**src/rtl/imm_operand_encoder_pkg.sv**
```systemverilog
// Shared definitions for the immediate operand encoder: instruction format
// codes, the canonical NOP word and the captured request record.
package imm_operand_encoder_pkg;

    typedef enum logic [2:0] {
        RTYPE = 3'd0,
        ITYPE = 3'd1,
        STYPE = 3'd2,
        BTYPE = 3'd3,
        UTYPE = 3'd4,
        JTYPE = 3'd5
    } imm_type_e;

    // addi x0, x0, 0 -- emitted for the two unused type codes
    localparam logic [31:0] NOP_INST = 32'h0000_0013;

    typedef struct packed {
        logic [2:0]  itype;
        logic [31:0] imm;
        logic [6:0]  opcode;
        logic [4:0]  rd;
        logic [4:0]  rs1;
        logic [4:0]  rs2;
        logic [2:0]  funct3;
        logic [6:0]  funct7;
    } enc_req_t;

    // True when every bit of the field is identical (sign-extension check).
    function automatic logic sign_run_ok(input logic [20:0] bits, input int unsigned len);
        logic ones;
        logic zeros;
        ones  = 1'b1;
        zeros = 1'b1;
        for (int unsigned i = 0; i < 21; i++) begin
            if (i < len) begin
                ones  = ones & bits[i];
                zeros = zeros & ~bits[i];
            end
        end
        return ones | zeros;
    endfunction

endpackage

```
**src/rtl/imm_operand_encoder_if.sv**
```systemverilog
// Request/response bundle of the immediate operand encoder. The slave side
// is the encoder; the master side issues requests and consumes words.
interface imm_operand_encoder_if #(
    parameter int ERR_CNT_W = 8
);
    logic                 in_valid;
    logic                 in_ready;
    logic [2:0]           in_type;
    logic [31:0]          in_imm;
    logic [6:0]           in_opcode;
    logic [4:0]           in_rd;
    logic [4:0]           in_rs1;
    logic [4:0]           in_rs2;
    logic [2:0]           in_funct3;
    logic [6:0]           in_funct7;
    logic                 out_valid;
    logic                 out_ready;
    logic [31:0]          out_inst;
    logic                 out_err;
    logic [ERR_CNT_W-1:0] err_cnt;

    modport master (
        output in_valid, in_type, in_imm, in_opcode, in_rd, in_rs1, in_rs2,
               in_funct3, in_funct7, out_ready,
        input  in_ready, out_valid, out_inst, out_err, err_cnt
    );

    modport slave (
        input  in_valid, in_type, in_imm, in_opcode, in_rd, in_rs1, in_rs2,
               in_funct3, in_funct7, out_ready,
        output in_ready, out_valid, out_inst, out_err, err_cnt
    );
endinterface

```
**src/rtl/imm_operand_encoder_range_check.sv**
```systemverilog
// Combinational representability check: flags an immediate that does not
// fit the selected format, and flags the two unused type codes.
module imm_range_check
    import imm_operand_encoder_pkg::*;
(
    input  logic [2:0]  itype,
    input  logic [31:0] imm,
    output logic        err
);

    // Per-format sign-run and alignment checks
    always_comb begin
        err = 1'b1;
        case (itype)
            RTYPE:        err = 1'b0;
            ITYPE, STYPE: err = ~sign_run_ok(imm[31:11], 21);
            BTYPE:        err = ~(sign_run_ok({1'b0, imm[31:12]}, 20) & ~imm[0]);
            UTYPE:        err = |imm[11:0];
            JTYPE:        err = ~(sign_run_ok({9'd0, imm[31:20]}, 12) & ~imm[0]);
            default:      err = 1'b1;
        endcase
    end

endmodule

```
**src/rtl/imm_operand_encoder.sv**
```systemverilog
// Immediate operand encoder: packs an immediate plus register/funct fields
// into an RV32I instruction word. Stage 1 captures the request and checks
// the immediate; stage 2 holds the packed word until the consumer takes it.
module imm_operand_encoder
    import imm_operand_encoder_pkg::*;
#(
    parameter int ERR_CNT_W = 8
) (
    input  logic                  clk,
    input  logic                  rst,
    imm_operand_encoder_if.slave  bus
);

    localparam logic [ERR_CNT_W-1:0] ERR_CNT_MAX = {ERR_CNT_W{1'b1}};

    enc_req_t             s1_q;
    logic                 s1_v;
    logic                 s1_err;
    logic                 in_err;
    logic                 s2_free;
    logic                 in_ready;
    logic                 s1_load;
    logic [31:0]          pack_inst;
    logic                 out_valid_q;
    logic                 out_err_q;
    logic [31:0]          out_inst_q;
    logic [ERR_CNT_W-1:0] err_cnt_q;

    assign s2_free  = ~out_valid_q | bus.out_ready;
    assign in_ready = ~s1_v | s2_free;
    assign s1_load  = bus.in_valid & in_ready;

    imm_range_check u_range_check (
        .itype (bus.in_type),
        .imm   (bus.in_imm),
        .err   (in_err)
    );

    // Stage 1: capture request and its range-check verdict
    always_ff @(posedge clk or posedge rst) begin
        if (rst) begin
            s1_v   <= 1'b0;
            s1_err <= 1'b0;
            s1_q   <= '0;
        end else if (s1_load) begin
            s1_v          <= 1'b1;
            s1_err        <= in_err;
            s1_q.itype    <= bus.in_type;
            s1_q.imm      <= bus.in_imm;
            s1_q.opcode   <= bus.in_opcode;
            s1_q.rd       <= bus.in_rd;
            s1_q.rs1      <= bus.in_rs1;
            s1_q.rs2      <= bus.in_rs2;
            s1_q.funct3   <= bus.in_funct3;
            s1_q.funct7   <= bus.in_funct7;
        end else if (s2_free) begin
            s1_v <= 1'b0;
        end
    end

    // Field packing per format; low bits are packed even for a failing immediate
    always_comb begin
        pack_inst = NOP_INST;
        case (s1_q.itype)
            RTYPE: pack_inst = {s1_q.funct7, s1_q.rs2, s1_q.rs1, s1_q.funct3,
                                s1_q.rd, s1_q.opcode};
            ITYPE: pack_inst = {s1_q.imm[11:0], s1_q.rs1, s1_q.funct3,
                                s1_q.rd, s1_q.opcode};
            STYPE: pack_inst = {s1_q.imm[11:5], s1_q.rs2, s1_q.rs1, s1_q.funct3,
                                s1_q.imm[4:0], s1_q.opcode};
            BTYPE: pack_inst = {s1_q.imm[12], s1_q.imm[10:5], s1_q.rs2, s1_q.rs1,
                                s1_q.funct3, s1_q.imm[4:1], s1_q.imm[11], s1_q.opcode};
            UTYPE: pack_inst = {s1_q.imm[31:12], s1_q.rd, s1_q.opcode};
            JTYPE: pack_inst = {s1_q.imm[20], s1_q.imm[10:1], s1_q.imm[11],
                                s1_q.imm[19:12], s1_q.rd, s1_q.opcode};
            default: pack_inst = NOP_INST;
        endcase
    end

    // Stage 2: output register, frozen while the consumer stalls
    always_ff @(posedge clk or posedge rst) begin
        if (rst) begin
            out_valid_q <= 1'b0;
            out_err_q   <= 1'b0;
            out_inst_q  <= '0;
        end else if (s2_free) begin
            out_valid_q <= s1_v;
            if (s1_v) begin
                out_inst_q <= pack_inst;
                out_err_q  <= s1_err;
            end
        end
    end

    // Saturating count of erroneous words handed to the consumer
    always_ff @(posedge clk or posedge rst) begin
        if (rst) begin
            err_cnt_q <= '0;
        end else if (out_valid_q && bus.out_ready && out_err_q && (err_cnt_q != ERR_CNT_MAX)) begin
            err_cnt_q <= err_cnt_q + 1'b1;
        end
    end

    assign bus.in_ready  = in_ready;
    assign bus.out_valid = out_valid_q;
    assign bus.out_inst  = out_inst_q;
    assign bus.out_err   = out_err_q;
    assign bus.err_cnt   = err_cnt_q;

endmodule
```
**src/flat_wrapper.sv**
```systemverilog
// flat-port wrapper written by rule: the top's interface ports become plain ports
module imm_operand_encoder_flat import imm_operand_encoder_pkg::*;
#(
    parameter int ERR_CNT_W = 8
)
  (clk, rst, bus_in_valid, bus_in_type, bus_in_imm, bus_in_opcode, bus_in_rd, bus_in_rs1, bus_in_rs2, bus_in_funct3, bus_in_funct7, bus_out_ready, bus_in_ready, bus_out_valid, bus_out_inst, bus_out_err, bus_err_cnt);
  imm_operand_encoder_if #(.ERR_CNT_W(ERR_CNT_W)) bus_i ();
  input  logic clk;
  input  logic rst;
  input wire logic [$bits(bus_i.in_valid)-1:0] bus_in_valid;
  input wire logic [$bits(bus_i.in_type)-1:0] bus_in_type;
  input wire logic [$bits(bus_i.in_imm)-1:0] bus_in_imm;
  input wire logic [$bits(bus_i.in_opcode)-1:0] bus_in_opcode;
  input wire logic [$bits(bus_i.in_rd)-1:0] bus_in_rd;
  input wire logic [$bits(bus_i.in_rs1)-1:0] bus_in_rs1;
  input wire logic [$bits(bus_i.in_rs2)-1:0] bus_in_rs2;
  input wire logic [$bits(bus_i.in_funct3)-1:0] bus_in_funct3;
  input wire logic [$bits(bus_i.in_funct7)-1:0] bus_in_funct7;
  input wire logic [$bits(bus_i.out_ready)-1:0] bus_out_ready;
  output wire logic [$bits(bus_i.in_ready)-1:0] bus_in_ready;
  output wire logic [$bits(bus_i.out_valid)-1:0] bus_out_valid;
  output wire logic [$bits(bus_i.out_inst)-1:0] bus_out_inst;
  output wire logic [$bits(bus_i.out_err)-1:0] bus_out_err;
  output wire logic [$bits(bus_i.err_cnt)-1:0] bus_err_cnt;
  assign bus_i.in_valid = bus_in_valid;
  assign bus_i.in_type = bus_in_type;
  assign bus_i.in_imm = bus_in_imm;
  assign bus_i.in_opcode = bus_in_opcode;
  assign bus_i.in_rd = bus_in_rd;
  assign bus_i.in_rs1 = bus_in_rs1;
  assign bus_i.in_rs2 = bus_in_rs2;
  assign bus_i.in_funct3 = bus_in_funct3;
  assign bus_i.in_funct7 = bus_in_funct7;
  assign bus_i.out_ready = bus_out_ready;
  assign bus_in_ready = bus_i.in_ready;
  assign bus_out_valid = bus_i.out_valid;
  assign bus_out_inst = bus_i.out_inst;
  assign bus_out_err = bus_i.out_err;
  assign bus_err_cnt = bus_i.err_cnt;
  imm_operand_encoder #(.ERR_CNT_W(ERR_CNT_W)) u_core (.clk(clk), .rst(rst), .bus(bus_i));
endmodule
```
**config.mk**
```make
export PLATFORM = sky130hd
export DESIGN_NAME = imm_operand_encoder_flat
export DESIGN_NICKNAME = d
export VERILOG_FILES = /design/src/rtl/imm_operand_encoder_pkg.sv /design/src/rtl/imm_operand_encoder_if.sv /design/src/rtl/imm_operand_encoder_range_check.sv /design/src/rtl/imm_operand_encoder.sv /design/src/flat_wrapper.sv
export SDC_FILE = /design/constraint.sdc
export NUM_CORES = 1
export LEC_CHECK = 0
export ABC_AREA = 0
export CAP_MARGIN = 15
export CORE_MARGIN = 3
export CORE_UTILIZATION = 40
export CTS_BUF_LIST = sky130_fd_sc_hd__clkbuf_8
export DETAILED_ROUTE_END_ITERATION = 8
export MAX_ROUTING_LAYER = met4
export PLACE_DENSITY = 0.66
export SETUP_SLACK_MARGIN = 0.02
export SLEW_MARGIN = 25
export SYNTH_ARGS = -nofsm -noshare
export SYNTH_HDL_FRONTEND = slang
export SYNTH_SLANG_ARGS = --single-unit
export TNS_END_PERCENT = 10
```
**constraint.sdc**
```tcl
create_clock -name clk -period 5.1 [get_ports clk]
set_input_delay 1.02 -clock clk [delete_from_list [all_inputs] [get_ports clk]]
set_output_delay 1.02 -clock clk [all_outputs]
set_load 0.01 [all_outputs]
```
==> results.ini <==
[worst_setup_path]
worst_setup_path_end_kind = output port
crit_fanout = 4
critPathLaunchType = input port
critical_path_required_ps = 4080
critical_path_class = in2out
critPathArrivalTime_ps = 2210

[synthesis]
synth_area_leader_cell = dfrtp_1
synth-edff-count = 0
yosysSeqAreaShare = 0.565
syn_inst = 391
synthesis.nets = 463
ys_seq_elements = 111
ys.flop_type = dfrtp_1
synthTopCellsByArea = dfrtp_1, mux2_2, a221oi_1
ys_warn_count = 0
synth_top_area_frac = 0.565
async_reset_ff_frac = 1.00
ys_types = 49
synth_most_common_cell = dfrtp_1
synth_area_per_cell_sq_um = 12.6
yosys-top-cells-count = dfrtp_1, mux2_2, nor2_1
netlist_area_sq_um = 4920

[sta]
layout_worst_path_cycle_share = 0.633
rsz0062_at_grt = no
min_period_ps = 3230
setup_viol = 0
tightestPinTransition_ps = 1000
fin_hold_ws_ps = 492
tns_ps = 0
drv_slew = 0
fmax_mhz = 310
hold_viol = 0
finalClockSkew_ps = 14.2
fin_ws_ps = 1870
relSlewSlack = 0.331

[power]
power_density_nw_per_um2 = 372
p_sw_frac = 0.314
p_int_mw = 1.62
p_leak_nw = 2.58
power_switching_uw = 739
ir_worst_vdd_mv = 0.186
clock_power_share = 0.227
comb_power_share = 0.274
p_seq_frac = 0.499

[run_status]
status = complete, no violations

[drt]
wl_per_cell_um = 18.1
drt_iter0_markers = 205
remaining_drc_errors = 0
drt_first_pass_iters = 5
routed_wirelength_mm = 11.6
via_per_inst = 5.38
num_vias = 3467
detail-route-antenna-nets = 0

[final_layout]
diodes = 0
fin_nets = 568
multi_input_area_sq_um = 1970
drive_above_1_share = 0.202
ff_latch_area_sq_um = 2780
final_cell_area_sq_um = 6330
nFillCells = 1054
area.growth.synth_to_final_pct = 28.7
final_cells = 644

[placed_design]
numPortBuffers = 113
dp.cells = 628
dpl_cell_area_sq_um = 6110
gp_congestion = 0.764
dp_worst_setup_slack_ps = 1690
dpl.hpwl_mm = 8.58

[die]
die_y_um = 117
die_w_um = 117
initial_core_util = 0.420
fp-row-count = 39
core_area_sq_um = 11700
ios = 114
die_area_sq_um = 13700

[global_routing]
gr-total-overflow = 0
track_usage = 0.184
grt_max_degree = 81
grt_pass1_vias = 3548
antenna_found_initial = 0
grt_pass1_wl_mm = 18.8

[cts]
cts_hold_buf = 0
htree_levels = 3
numCtsBuffers = 9
clk_pin_slew_ps = 120
clockBufferDepth = 2
cts_tree = yes
cts.sinks = 111
cts_setup_buffers = 0
cts_resized = 0
clk_latency_ps = 380
root_buffer = clkbuf_8

[min_path]
hold_path.class = reg2reg

[job]
drv_cap = 0

==> layout by cell type (no fill, tap or decap), types with 6 or more instances in the layout <==
cell / count
clkbuf_8: 9
a21oi_1: 8
dfrtp_1: 111
o21ai_0: 11
nor4_1: 6
nor2b_1: 7
nand4_1: 6
nor2_1: 29
clkdlybuf4s50_1: 113
mux2i_1: 8
a211oi_1: 6
a221oi_1: 14
a22o_1: 8
nand2_1: 22
mux2_2: 70
==> per-layer routing <==
layer | vias to the layer above | wire length (um) | track usage | share of wire
li1 | 1647 | - | - | -
met1 | 1726 | 5320 | 0.254 | 0.46
met2 | 88 | 5710 | 0.294 | 0.49
met3 | 6 | 490 | 0.0293 | 0.042
met4 | 0 | 106 | 0.0344 | 0.0091
met5 | - | 0 | - | 0
==> stage by stage <==
| step | utilization | total power [mW] |
|---|---|---|
| 3_3_place_gp | 0.521 | 1.82 |
| 3_5_place_dp | 0.522 | 1.84 |
| 4_1_cts | 0.540 | 2.38 |
| 5_1_grt | 0.540 | 2.49 |
| 2_1_floorplan | - | 1.51 |
| 6_report | 0.540 | 2.35 |
==> area by class of cell <==
| cell class | count | area share |
|---|---|---|
| clock inverters | 7 | 0.0148 |
| flip-flops and latches | 111 | 0.439 |
| multi-input cells | 251 | 0.311 |
| well taps | 143 | 0.0283 |
| clock buffers | 9 | 0.0196 |
| inverters | 7 | 0.00494 |
| repair buffers | 116 | 0.182 |
==> worst max-delay path, stage by stage <==
cell and delay, ps:
clkdlybuf4s50_1 490, nand3b_4 160, clkdlybuf4s50_1 540
==> state kept, by name, indices dropped and copies added, names as in the netlist <==
| name | count |
|---|---|
| u_core.bus.err_cnt | 8 |
| u_core.s1_err | 1 |
| u_core.s1_q | 67 |
| u_core.bus.out_err | 1 |
| u_core.bus.out_valid | 1 |
| u_core.bus.out_inst | 32 |
| u_core.s1_v | 1 |
==> worst paths after layout <==
check                                           to  cells past startpoint                   from  slack (ps)
setup / recovery                      bus_in_ready                      3          bus_out_ready        1870
hold / removal               u_core.bus.err_cnt[7]                      1  u_core.bus.err_cnt[7]         490
setup reg to reg                   u_core.s1_q[18]                      4            u_core.s1_v        2820
hold reg to reg              u_core.bus.err_cnt[7]                      1  u_core.bus.err_cnt[7]         490
max in group asynchronous  u_core.bus.out_inst[24]                      3                    rst        3050
min in group asynchronous   u_core.bus.out_inst[9]                      2                    rst        1140
==> power by group through the flow <==
stage               sequential (mW)  clock [mW]  combinational [mW]
floorplan                      1.20           0               0.320
global placement               1.18           0               0.636
detailed placement             1.19           0               0.650
CTS                            1.18       0.552               0.652
global route                   1.20       0.586               0.703
finish                         1.17       0.535               0.644
==> cells by family after synthesis <==
group                      synth area share
DFF                                   0.565
and+or+nand+nor                      0.0990
muxes                                 0.177
AOI/OAI and AO/OA                     0.108
buffers and inverters                0.0349
xor gates and xnor gates             0.0143
adders and majority gates           0.00254
No activity file was read; power rests on OpenSTA's default activity.
